$ cat src/rtl/c_ins_loader_if.sv
// Byte-stream and instruction-write bundle between the program-mode host and c_ins_loader.
// The slave modport is the loader's view; the master modport is the host/bench view.
interface c_ins_loader_if #(
  parameter int DEPTH = 64
);
  localparam int AW = $clog2(DEPTH);

  logic          i_c_load_start;
  logic          i_c_load_end;
  logic [7:0]    i_c_byte;
  logic          i_c_byte_valid;
  logic          o_c_byte_ready;
  logic [31:0]   o_c_write_ins;
  logic          o_c_ins_wr;
  logic [AW-1:0] o_c_ins_addr;
  logic [AW:0]   o_c_word_count;
  logic          o_c_cpu_reset;
  logic          o_c_load_done;

  modport slave (
    input  i_c_load_start, i_c_load_end, i_c_byte, i_c_byte_valid,
    output o_c_byte_ready, o_c_write_ins, o_c_ins_wr, o_c_ins_addr,
           o_c_word_count, o_c_cpu_reset, o_c_load_done
  );

  modport master (
    output i_c_load_start, i_c_load_end, i_c_byte, i_c_byte_valid,
    input  o_c_byte_ready, o_c_write_ins, o_c_ins_wr, o_c_ins_addr,
           o_c_word_count, o_c_cpu_reset, o_c_load_done
  );
endinterface

$ cat src/rtl/c_ins_loader.sv
// Program-mode loader for c_mips: packs a byte stream into 32-bit words, writes them
// into instruction memory and holds the core in reset until loading has settled.
module c_ins_loader #(
  parameter int DEPTH      = 64,
  parameter int BIG_ENDIAN = 1,
  parameter int RST_HOLD   = 4
) (
  input  logic           i_c_sys_clock,
  input  logic           i_c_sys_reset_n,
  c_ins_loader_if.slave  bus
);
  localparam int AW = $clog2(DEPTH);
  localparam int CW = AW + 1;
  localparam int HW = $clog2(RST_HOLD) + 1;

  typedef enum logic [2:0] {S_IDLE, S_LOAD, S_PAD, S_HOLD, S_RUN} state_t;

  state_t        state_q, state_d;
  logic [1:0]    idx_q, idx_d;
  logic [31:0]   word_q, word_d;
  logic [31:0]   write_ins_q, write_ins_d;
  logic          ins_wr_q, ins_wr_d;
  logic [AW-1:0] ins_addr_q, ins_addr_d;
  logic [CW-1:0] word_count_q, word_count_d;
  logic [HW-1:0] hold_cnt_q, hold_cnt_d;

  logic [CW-1:0] committed;
  logic          full;
  logic          byte_ready;
  logic          xfer;
  logic [1:0]    lane;
  logic [31:0]   merged;

  // A word whose strobe is in flight already counts, so the stream stalls right after the last word.
  always_comb begin
    committed  = word_count_q + CW'(ins_wr_q);
    full       = committed >= CW'(DEPTH);
    byte_ready = (state_q == S_LOAD) && !full;
    xfer       = byte_ready && bus.i_c_byte_valid;
    lane       = (BIG_ENDIAN != 0) ? ~idx_q : idx_q;
    merged     = (idx_q == 2'd0) ? 32'd0 : word_q;
    merged[{lane, 3'b000} +: 8] = bus.i_c_byte;
  end

  always_comb begin
    state_d      = state_q;
    idx_d        = idx_q;
    word_d       = word_q;
    write_ins_d  = write_ins_q;
    ins_wr_d     = 1'b0;
    ins_addr_d   = ins_addr_q;
    word_count_d = word_count_q;
    hold_cnt_d   = hold_cnt_q;

    // Address and count advance on the cycle after each strobe; address parks at the top word.
    if (ins_wr_q) begin
      word_count_d = word_count_q + CW'(1);
      if (ins_addr_q != AW'(DEPTH - 1)) begin
        ins_addr_d = ins_addr_q + AW'(1);
      end
    end

    case (state_q)
      S_IDLE, S_RUN: begin
        if (bus.i_c_load_start) begin
          state_d      = S_LOAD;
          idx_d        = 2'd0;
          ins_addr_d   = '0;
          word_count_d = '0;
        end
      end
      S_LOAD: begin
        if (xfer) begin
          word_d = merged;
          idx_d  = idx_q + 2'd1;
          if (idx_q == 2'd3) begin
            write_ins_d = merged;
            ins_wr_d    = 1'b1;
          end
        end
        if (full) begin
          state_d    = S_HOLD;
          hold_cnt_d = '0;
        end else if (bus.i_c_load_end) begin
          hold_cnt_d = '0;
          state_d    = (idx_d != 2'd0) ? S_PAD : S_HOLD;
        end
      end
      S_PAD: begin
        write_ins_d = word_q;
        ins_wr_d    = 1'b1;
        idx_d       = 2'd0;
        state_d     = S_HOLD;
      end
      S_HOLD: begin
        // Counting only starts once no strobe is pending.
        if (!ins_wr_q) begin
          if (hold_cnt_q == HW'(RST_HOLD - 1)) begin
            state_d = S_RUN;
          end else begin
            hold_cnt_d = hold_cnt_q + HW'(1);
          end
        end
      end
      default: state_d = S_IDLE;
    endcase
  end

  always_ff @(posedge i_c_sys_clock or negedge i_c_sys_reset_n) begin
    if (!i_c_sys_reset_n) begin
      state_q      <= S_IDLE;
      idx_q        <= 2'd0;
      word_q       <= 32'd0;
      write_ins_q  <= 32'd0;
      ins_wr_q     <= 1'b0;
      ins_addr_q   <= '0;
      word_count_q <= '0;
      hold_cnt_q   <= '0;
    end else begin
      state_q      <= state_d;
      idx_q        <= idx_d;
      word_q       <= word_d;
      write_ins_q  <= write_ins_d;
      ins_wr_q     <= ins_wr_d;
      ins_addr_q   <= ins_addr_d;
      word_count_q <= word_count_d;
      hold_cnt_q   <= hold_cnt_d;
    end
  end

  assign bus.o_c_byte_ready = byte_ready;
  assign bus.o_c_write_ins  = write_ins_q;
  assign bus.o_c_ins_wr     = ins_wr_q;
  assign bus.o_c_ins_addr   = ins_addr_q;
  assign bus.o_c_word_count = word_count_q;
  assign bus.o_c_cpu_reset  = (state_q != S_RUN);
  assign bus.o_c_load_done  = (state_q == S_RUN);
endmodule
$ cat src/flat_wrapper.sv
// flat-port wrapper written by rule: the top's interface ports become plain ports
module c_ins_loader_flat 
#(
  parameter int DEPTH      = 64,
  parameter int BIG_ENDIAN = 1,
  parameter int RST_HOLD   = 4
)
  (i_c_sys_clock, i_c_sys_reset_n, bus_i_c_load_start, bus_i_c_load_end, bus_i_c_byte, bus_i_c_byte_valid, bus_o_c_byte_ready, bus_o_c_write_ins, bus_o_c_ins_wr, bus_o_c_ins_addr, bus_o_c_word_count, bus_o_c_cpu_reset, bus_o_c_load_done);
  c_ins_loader_if #(.DEPTH(DEPTH)) bus_i ();
  input  logic i_c_sys_clock;
  input  logic i_c_sys_reset_n;
  input wire logic [$bits(bus_i.i_c_load_start)-1:0] bus_i_c_load_start;
  input wire logic [$bits(bus_i.i_c_load_end)-1:0] bus_i_c_load_end;
  input wire logic [$bits(bus_i.i_c_byte)-1:0] bus_i_c_byte;
  input wire logic [$bits(bus_i.i_c_byte_valid)-1:0] bus_i_c_byte_valid;
  output wire logic [$bits(bus_i.o_c_byte_ready)-1:0] bus_o_c_byte_ready;
  output wire logic [$bits(bus_i.o_c_write_ins)-1:0] bus_o_c_write_ins;
  output wire logic [$bits(bus_i.o_c_ins_wr)-1:0] bus_o_c_ins_wr;
  output wire logic [$bits(bus_i.o_c_ins_addr)-1:0] bus_o_c_ins_addr;
  output wire logic [$bits(bus_i.o_c_word_count)-1:0] bus_o_c_word_count;
  output wire logic [$bits(bus_i.o_c_cpu_reset)-1:0] bus_o_c_cpu_reset;
  output wire logic [$bits(bus_i.o_c_load_done)-1:0] bus_o_c_load_done;
  assign bus_i.i_c_load_start = bus_i_c_load_start;
  assign bus_i.i_c_load_end = bus_i_c_load_end;
  assign bus_i.i_c_byte = bus_i_c_byte;
  assign bus_i.i_c_byte_valid = bus_i_c_byte_valid;
  assign bus_o_c_byte_ready = bus_i.o_c_byte_ready;
  assign bus_o_c_write_ins = bus_i.o_c_write_ins;
  assign bus_o_c_ins_wr = bus_i.o_c_ins_wr;
  assign bus_o_c_ins_addr = bus_i.o_c_ins_addr;
  assign bus_o_c_word_count = bus_i.o_c_word_count;
  assign bus_o_c_cpu_reset = bus_i.o_c_cpu_reset;
  assign bus_o_c_load_done = bus_i.o_c_load_done;
  c_ins_loader #(.DEPTH(DEPTH), .BIG_ENDIAN(BIG_ENDIAN), .RST_HOLD(RST_HOLD)) u_core (.i_c_sys_clock(i_c_sys_clock), .i_c_sys_reset_n(i_c_sys_reset_n), .bus(bus_i));
endmodule
$ cat config.mk
export PLATFORM = sky130hd
export DESIGN_NAME = c_ins_loader_flat
export DESIGN_NICKNAME = d
export VERILOG_FILES = /design/src/rtl/c_ins_loader_if.sv /design/src/rtl/c_ins_loader.sv /design/src/flat_wrapper.sv
export SDC_FILE = /design/constraint.sdc
export NUM_CORES = 1
export LEC_CHECK = 0
export ABC_AREA = 1
export BUFFER_PORTS_ARGS = -buffer_cell sky130_fd_sc_hd__buf_2
export CELL_PAD_IN_SITES_DETAIL_PLACEMENT = 2
export CELL_PAD_IN_SITES_GLOBAL_PLACEMENT = 2
export CORE_MARGIN = 4
export CORE_UTILIZATION = 31
export DETAILED_ROUTE_END_ITERATION = 8
export GPL_ROUTABILITY_DRIVEN = 0
export HOLD_SLACK_MARGIN = 0.03
export PLACE_DENSITY = 0.75
export SYNTH_ARGS = -nofsm -noshare
export SYNTH_HDL_FRONTEND = slang
export SYNTH_SLANG_ARGS = --single-unit
$ cat constraint.sdc
create_clock -name i_c_sys_clock -period 2 [get_ports i_c_sys_clock]
set_input_delay 0.1 -clock i_c_sys_clock [delete_from_list [all_inputs] [get_ports i_c_sys_clock]]
set_output_delay 0.1 -clock i_c_sys_clock [all_outputs]
set_load 0.005 [all_outputs]
Word level (Yosys, flattened, before mapping)
Index checks and enable logic that the tools add are counted.
{"block": "word_totals", "elab_cells": 79, "in_bits": 13, "regBits": 86}
{"block": "op_classes", "n_addsub": 6, "n_eq_ne": 15, "bitwise_logic": 1, "n_shift": 2, "n_reduce_logical": 15, "magnitude_cmp": 1, "muxes": 31}
{"operator": "$mux 32", "n": 3}
{"operator": "$pmux 32 s2", "n": 1}
{"operator": "$bwmux 32", "n": 1}
{"operator": "$shift 8x7->32 const A", "n": 1}
{"operator": "$shiftx 8x7->32", "n": 1}
{"operator": "$mux 3", "n": 9}
{"operator": "$mux 6", "n": 4}
{"operator": "$mux 7", "n": 3}
{"operator": "$pmux 3 s4", "n": 1}
{"operator": "$eq 3x2->1 const B", "n": 3}
{"operator": "$ne 2x2->1 const B", "n": 4}
{"operator": "$reduce_and 4->1", "n": 2}
{"operator": "$add 7x1->7", "n": 1}
{"operator": "$add 7x1->7 const B", "n": 1}
{"operator": "$ge 7x7->1 const B", "n": 1}
{"operator": "$neg 5->7", "n": 1}
{"operator": "$add 6x1->6 const B", "n": 1}
{"operator": "$mux 2", "n": 3}
{"operator": "$ne 6x6->1 const B", "n": 1}
{"operator": "$pmux 2 s3", "n": 1}
{"operator": "$pmux 3 s2", "n": 1}
{"operator": "$reduce_bool 2->1", "n": 3}
{"operator": "$ne 2x1->1 const B", "n": 2}
{"operator": "$reduce_and 2->1", "n": 2}
{"operator": "17 further kinds", "n": 20}

Logic depth before layout (Yosys ltp)
{"block": "logic_depth", "ltp_word": 12, "depth_mapped": 15, "ltp_nobuf": 15}

Worst setup path after synthesis
OpenSTA, ideal clock, no wires.
{"block": "synth_timing", "kind": "reg2reg", "from": "register u_core.idx_q[0]", "to": "register u_core.write_ins_q[0], in the netlist u_core.bus.o_c_write_ins[0]", "setup_time_ps": 73, "t_required_ps": 1927, "n_path_buf": 1, "path_stages_with_launch": 9, "arrival_ps": 1885, "slack_ps": 42, "cell_sequence": "dfrtp_1 -> inv_1 -> clkbuf_1 -> ha_1 -> inv_1 -> nand4_1 -> o22ai_1 -> a21oi_1 -> a21oi_2"}
{"block": "synth_via", "elab_chain_cells": 7, "elab_cells_between_ends": 13}
{"item": "from (decl)", "line": "c_ins_loader.sv:19", "text": "logic [1:0] idx_q, idx_d;"}
{"item": "from (signal assigned)", "line": "c_ins_loader.sv:121", "text": "idx_q <= idx_d;"}
{"item": "$not 2->2", "line": "c_ins_loader.sv:40", "text": "lane = (BIG_ENDIAN != 0) ? ~idx_q : idx_q;"}
{"item": "$neg 5->7", "line": "c_ins_loader.sv:42", "text": "merged[{lane, 3'b000} +: 8] = bus.i_c_byte;"}
{"item": "$shiftx 8x7->32 / $shift 8x7->32 (equally long branches)", "line": "c_ins_loader.sv:42"}
{"item": "$bwmux 32", "line": "c_ins_loader.sv:42"}
{"item": "$mux 32", "line": "c_ins_loader.sv:76", "text": "if (idx_q == 2'd3) begin"}
{"item": "$mux 32", "line": "c_ins_loader.sv:73", "text": "if (xfer) begin"}
{"item": "$pmux 32 s2", "line": "c_ins_loader.sv:63", "text": "case (state_q)"}
{"item": "to (signal assigned)", "line": "c_ins_loader.sv:123", "text": "write_ins_q <= write_ins_d;"}
{"item": "to (decl)", "line": "c_ins_loader.sv:21", "text": "logic [31:0] write_ins_q, write_ins_d;"}
Parallel ways exist; a longest one is shown, timed or not. The select of a mux whose other input is x is not followed.
A chain may end at the register's enable or synchronous reset.

Worst setup path after layout
{"block": "layout_timing", "from": "register u_core.word_count_q[0], in the netlist u_core.bus.o_c_word_count[0]", "to": "register u_core.write_ins_q[27], in the netlist u_core.bus.o_c_write_ins[27]"}
{"block": "layout_via", "elab_chain_cells": 7}
{"item": "from (decl)", "line": "c_ins_loader.sv:24", "text": "logic [CW-1:0] word_count_q, word_count_d;"}
{"item": "from (signal assigned)", "line": "c_ins_loader.sv:126", "text": "word_count_q <= word_count_d;"}
{"item": "$add 7x1->7", "line": "c_ins_loader.sv:36", "text": "committed = word_count_q + CW'(ins_wr_q);"}
{"item": "$ge 7x7->1", "line": "c_ins_loader.sv:37", "text": "full = committed >= CW'(DEPTH);"}
{"item": "$logic_not 1->1", "line": "c_ins_loader.sv:38", "text": "byte_ready = (state_q == S_LOAD) && !full;"}
{"item": "$logic_and 1x1->1", "line": "c_ins_loader.sv:38"}
{"item": "$logic_and 1x1->1", "line": "c_ins_loader.sv:39", "text": "xfer = byte_ready && bus.i_c_byte_valid;"}
{"item": "$ne 2x1->1 (no line)"}
{"item": "$reduce_and 3->1 (no line)"}
No other way between the ends.

==> run_summary.xml <==
<?xml version="1.0" encoding="UTF-8"?>
<metrics>
  <group name="min_path">
    <metric name="whs_endpoint" unit="">u_core.state_q[2]</metric>
    <metric name="hold_path.class" unit="">input pin to flip-flop</metric>
    <metric name="hp-start" unit="">bus_i_c_load_start</metric>
    <metric name="whs_path_depth" unit="">4</metric>
  </group>
  <group name="floorplanning">
    <metric name="top_level_ports" unit="">62</metric>
    <metric name="coreArea" unit="mm^2">0.0139</metric>
    <metric name="start_util" unit="">0.317</metric>
    <metric name="fp.dieH" unit="um">127</metric>
    <metric name="die-area" unit="mm^2">0.0162</metric>
    <metric name="placementRows" unit="">43</metric>
    <metric name="die_width" unit="um">127</metric>
  </group>
  <group name="synth">
    <metric name="ys.warnings.count" unit="">0</metric>
    <metric name="synthesis.area" unit="mm^2">0.00441</metric>
    <metric name="sequential_element_share_of_the_synthesized_area" unit="">0.488</metric>
    <metric name="syn_inst" unit="">520</metric>
    <metric name="number_of_flip_flops_and_latches_in_the_synthesized_netlist" unit="">86</metric>
    <metric name="synthesized_net_count" unit="">545</metric>
    <metric name="syn_area_per_cell" unit="um^2">8.49</metric>
    <metric name="synth.lib_cells_used.distinct" unit="">31</metric>
  </group>
  <group name="timing">
    <metric name="fin_crit" unit="ns">1.93</metric>
    <metric name="fmaxAchievable" unit="MHz">519</metric>
    <metric name="final.period_utilization" unit="">0.964</metric>
    <metric name="finalSetupViolCount" unit="">0</metric>
    <metric name="slew_headroom" unit="">0.566</metric>
    <metric name="timing_hold_violations_final" unit="">0</metric>
    <metric name="slew_violations" unit="">0</metric>
    <metric name="skew" unit="ns">0.00503</metric>
    <metric name="pin_slew_with_the_least_headroom_to_its_limit" unit="ns">0.650</metric>
  </group>
  <group name="power">
    <metric name="net-switching-power" unit="uW">3210</metric>
    <metric name="internal-power" unit="uW">4880</metric>
    <metric name="pwr_density_cell" unit="mW/mm^2">1450</metric>
    <metric name="power.static_leakage" unit="uW">0.00248</metric>
    <metric name="p_clk_frac" unit="">0.210</metric>
    <metric name="power_frac_seq" unit="">0.333</metric>
    <metric name="comb_power_share" unit="">0.457</metric>
    <metric name="total_power" unit="uW">8090</metric>
    <metric name="ir_worst_vdd" unit="mV">0.550</metric>
    <metric name="netSwitchingFraction" unit="">0.397</metric>
  </group>
  <group name="cells_and_area">
    <metric name="fin_nets" unit="">622</metric>
    <metric name="antennaDiodeCount" unit="">0</metric>
    <metric name="layout_cells_sized_above_1" unit="">0.248</metric>
    <metric name="footprint_of_the_multi_input_gates" unit="mm^2">0.00194</metric>
    <metric name="syn2layout_area_growth" unit="%">26.4</metric>
    <metric name="stdcell_area" unit="mm^2">0.00558</metric>
    <metric name="fillers" unit="">1568</metric>
    <metric name="seq_area" unit="mm^2">0.00215</metric>
  </group>
  <group name="clocking">
    <metric name="clk_root_buffer_cell" unit="">sky130_fd_sc_hd__clkbuf_16</metric>
    <metric name="clk_pin_slew_worst_paths" unit="ns">0.06</metric>
    <metric name="cts_inserted_buffers" unit="">9</metric>
    <metric name="clock_tree.htree_level_count" unit="">3</metric>
    <metric name="cts_tree" unit="">done</metric>
    <metric name="ctsLongestPathBuffers" unit="">2</metric>
    <metric name="worstSkewPairLatency" unit="ns">0.35</metric>
    <metric name="clkSinkCount" unit="">86</metric>
  </group>
  <group name="worst_setup_path">
    <metric name="path_cells" unit="">ha_2 -&gt; ha_4 -&gt; inv_2 -&gt; nor2_4 -&gt; nand2_2 -&gt; nand2_2 -&gt; nand4_4 -&gt; o21ai_4 -&gt; buf_12 -&gt; clkbuf_16 -&gt; o211ai_1 -&gt; o21a_1</metric>
    <metric name="reg2reg_setup_slack" unit="ns">0.07</metric>
    <metric name="worst_path_most_repeated_cell" unit="">sky130_fd_sc_hd__nand2_2</metric>
    <metric name="critical-path-max-stage-delay" unit="ns">0.36</metric>
    <metric name="cp_data_required_time" unit="ns">2.24</metric>
    <metric name="critPathSlowestCell" unit="">sky130_fd_sc_hd__dfrtp_1</metric>
    <metric name="critical_path_arrival" unit="ns">2.16</metric>
    <metric name="critPathCaptureType" unit="">flip-flop</metric>
    <metric name="worst_reg2reg_path_depth" unit="">12</metric>
    <metric name="timing.rr.start" unit="">u_core.bus.o_c_word_count[0]</metric>
    <metric name="worst-path-max-fanout" unit="">6</metric>
    <metric name="timing.setup.critical_path_class" unit="">flip-flop to flip-flop</metric>
    <metric name="start_kind" unit="">flip-flop</metric>
    <metric name="worst_reg2reg_path_endpoint" unit="">u_core.bus.o_c_write_ins[27]</metric>
  </group>
  <group name="route">
    <metric name="drt-vias-per-instance" unit="">5.19</metric>
    <metric name="num_vias" unit="">4050</metric>
    <metric name="post-route-drc-count" unit="">0</metric>
    <metric name="detail_route.wirelength" unit="um">14900</metric>
    <metric name="avgRoutedWirePerCell" unit="um">19.1</metric>
    <metric name="drtAntennaViolNets" unit="">0</metric>
    <metric name="detailedRoute.firstIterationViolations" unit="">174</metric>
    <metric name="drtPass1Iterations" unit="">4</metric>
  </group>
  <group name="grt">
    <metric name="via_count_of_the_first_global_routing_pass" unit="">4456</metric>
    <metric name="grt_antenna_before_repair" unit="">0</metric>
    <metric name="grt.total_usage" unit="">0.178</metric>
    <metric name="grt_remaining_overflow" unit="">0</metric>
    <metric name="pin_count_of_the_biggest_net_entering_global_routing" unit="">40</metric>
    <metric name="grt_pass1_wl" unit="um">23100</metric>
  </group>
  <group name="place">
    <metric name="port_buffers" unit="">61</metric>
    <metric name="hpwl" unit="um">9770</metric>
    <metric name="detailed_place.area" unit="mm^2">0.00501</metric>
  </group>
  <group name="job">
    <metric name="maxCapViolCount" unit="">0</metric>
  </group>
  <group name="outcome">
    <metric name="run_status" unit="">complete, no violations</metric>
  </group>
</metrics>
-- what timing repair did --
item,in CTS,in global routing
gates resized for setup,4,23
hold buffers,1,0
hold endpoints to repair,37,0
pin swaps,1,5
endpoints found under the setup margin,6,42
buffers inserted,1,6
gates cloned,1,3
-- how the worst max path moves through the flow --
stage	from	end	slack, ns	cells past startpoint
finish	u_core.bus.o_c_word_count[0]	u_core.bus.o_c_write_ins[27]	0.07	12
global placement	u_core.bus.o_c_word_count[0]	u_core.bus.o_c_write_ins[21]	0.08	10
detailed placement	u_core.bus.o_c_ins_wr	u_core.hold_cnt_q[1]	-0.008	12
global route	u_core.idx_q[0]	u_core.bus.o_c_write_ins[28]	-0.02	8
CTS	u_core.bus.o_c_ins_wr	u_core.bus.o_c_write_ins[21]	0.0006	10
floorplan	u_core.idx_q[0]	u_core.bus.o_c_write_ins[0]	0.04	8
-- critical path, delay by kind of cell, from the launching register on --
family                   cells  cell delay, ns
buffers and inverters        3            0.37
AO/OA/AOI/OAI                3            0.39
AND/OR/NAND/NOR              4            0.36
flip-flops                   1            0.36
adder cells (fa/ha/maj)      2            0.33
-- through the flow --
stage / instances / TNS [ns] / worst slack [ns] / util / hold WS (ns)
6_report: 781 / 0 / 0.0719 / 0.400 / 0.125
5_1_grt: 781 / -0.130 / -0.0237 / 0.400 / 0.167
4_1_cts: 772 / 0 / 0.000628 / 0.385 / 0.135
3_5_place_dp: 754 / -0.00783 / -0.00783 / 0.360 / 0.127
3_3_place_gp: 754 / 0 / 0.0806 / 0.360 / 0.123
2_1_floorplan: 520 / 0 / 0.0417 / - / -0.196
-- cell type report --
type,count,share of cell area
clock buffer,11,0.0435
clock inverter,4,0.00852
inverter,73,0.0491
multi-input combinational,336,0.348
sequential,86,0.386
tap,180,0.0404
timing repair buffer,91,0.124
-- layer usage --
layer	wire length [um]	track usage	vias to the layer above
met5	0	0	-
met4	229	0.0599	0
met3	366	0.0314	16
met2	7880	0.317	55
met1	6450	0.216	2089
li1	-	-	1890
-- Yosys cell counts --
library cell / instances / share of area
sky130_fd_sc_hd__buf_1: 3 / 0.0026
sky130_fd_sc_hd__a21oi_2: 7 / 0.014
sky130_fd_sc_hd__o21ai_1: 1 / 0.0011
sky130_fd_sc_hd__nand4_1: 7 / 0.0099
sky130_fd_sc_hd__nor2_4: 2 / 0.0051
sky130_fd_sc_hd__buf_6: 4 / 0.010
sky130_fd_sc_hd__o22ai_1: 33 / 0.047
sky130_fd_sc_hd__a211oi_1: 1 / 0.0017
sky130_fd_sc_hd__nor3_1: 6 / 0.0068
sky130_fd_sc_hd__nor2_1: 47 / 0.040
sky130_fd_sc_hd__a21oi_1: 27 / 0.031
sky130_fd_sc_hd__nand4_4: 1 / 0.0048
sky130_fd_sc_hd__nand2_1: 88 / 0.075
sky130_fd_sc_hd__inv_2: 2 / 0.0017
sky130_fd_sc_hd__inv_1: 71 / 0.060
sky130_fd_sc_hd__buf_4: 2 / 0.0034
sky130_fd_sc_hd__or2_2: 6 / 0.0085
sky130_fd_sc_hd__nand2_2: 2 / 0.0028
sky130_fd_sc_hd__buf_2: 5 / 0.0057
sky130_fd_sc_hd__nand3b_1: 1 / 0.0017
sky130_fd_sc_hd__dfrtp_1: 86 / 0.49
sky130_fd_sc_hd__o21ai_2: 2 / 0.0040
sky130_fd_sc_hd__ha_1: 12 / 0.034
sky130_fd_sc_hd__o21a_1: 18 / 0.031
sky130_fd_sc_hd__nand3_1: 12 / 0.014
sky130_fd_sc_hd__o211ai_1: 15 / 0.026
sky130_fd_sc_hd__o21ai_0: 41 / 0.046
sky130_fd_sc_hd__o32ai_1: 2 / 0.0040
sky130_fd_sc_hd__clkbuf_1: 11 / 0.0094
sky130_fd_sc_hd__o211ai_2: 3 / 0.0085
sky130_fd_sc_hd__xor2_1: 2 / 0.0040
-- power groups by stage --
| stage | clock network [uW] | logic [uW] | registers, uW |
|---|---|---|---|
| finish | 1700 | 3700 | 2690 |
| global route | 1830 | 4110 | 2770 |
| CTS | 1740 | 3340 | 2690 |
| detailed placement | 0 | 3180 | 2720 |
| global placement | 0 | 3020 | 2670 |
| floorplan | 0 | 1940 | 2710 |
-- state kept, by name (all words and copies together), names as in the netlist --
signal                     count
u_core.bus.o_c_ins_addr        6
u_core.idx_q                   2
u_core.bus.o_c_ins_wr          1
u_core.state_q                 3
u_core.bus.o_c_write_ins      32
u_core.bus.o_c_word_count      7
u_core.word_q                 32
u_core.hold_cnt_q              3
-- cells in the final DEF (no fill, tap or decap), drive strengths merged --
| master | instances |
|---|---|
| nand2 | 90 |
| buf | 88 |
| dfrtp | 86 |
| inv | 73 |
| nor2 | 49 |
| o21ai | 44 |
| a21oi | 34 |
| o22ai | 33 |
| o21a | 18 |
| o211ai | 18 |
| clkbuf | 13 |
| nand3 | 12 |
| ha | 12 |
| nand4 | 8 |
| nor3 | 6 |
| or2 | 6 |
| xor2 | 2 |
| clkinv | 2 |
| o32ai | 2 |
| a211oi | 1 |
| nand3b | 1 |
| clkinvlp | 1 |
| bufinv | 1 |
| dlygate4sd3 | 1 |
-- cell families (layout without fill, tap and decap cells) --
logic type / after synthesis / count (layout) / share of synthesized area
buf+inv: 98 / 179 / 0.0933
flops: 86 / 86 / 0.488
simple gates: 172 / 172 / 0.168
compound gates: 150 / 150 / 0.213
fa+ha+maj: 12 / 12 / 0.0340
xor+xnor: 2 / 2 / 0.00397
(Power assumes the default switching activity.)
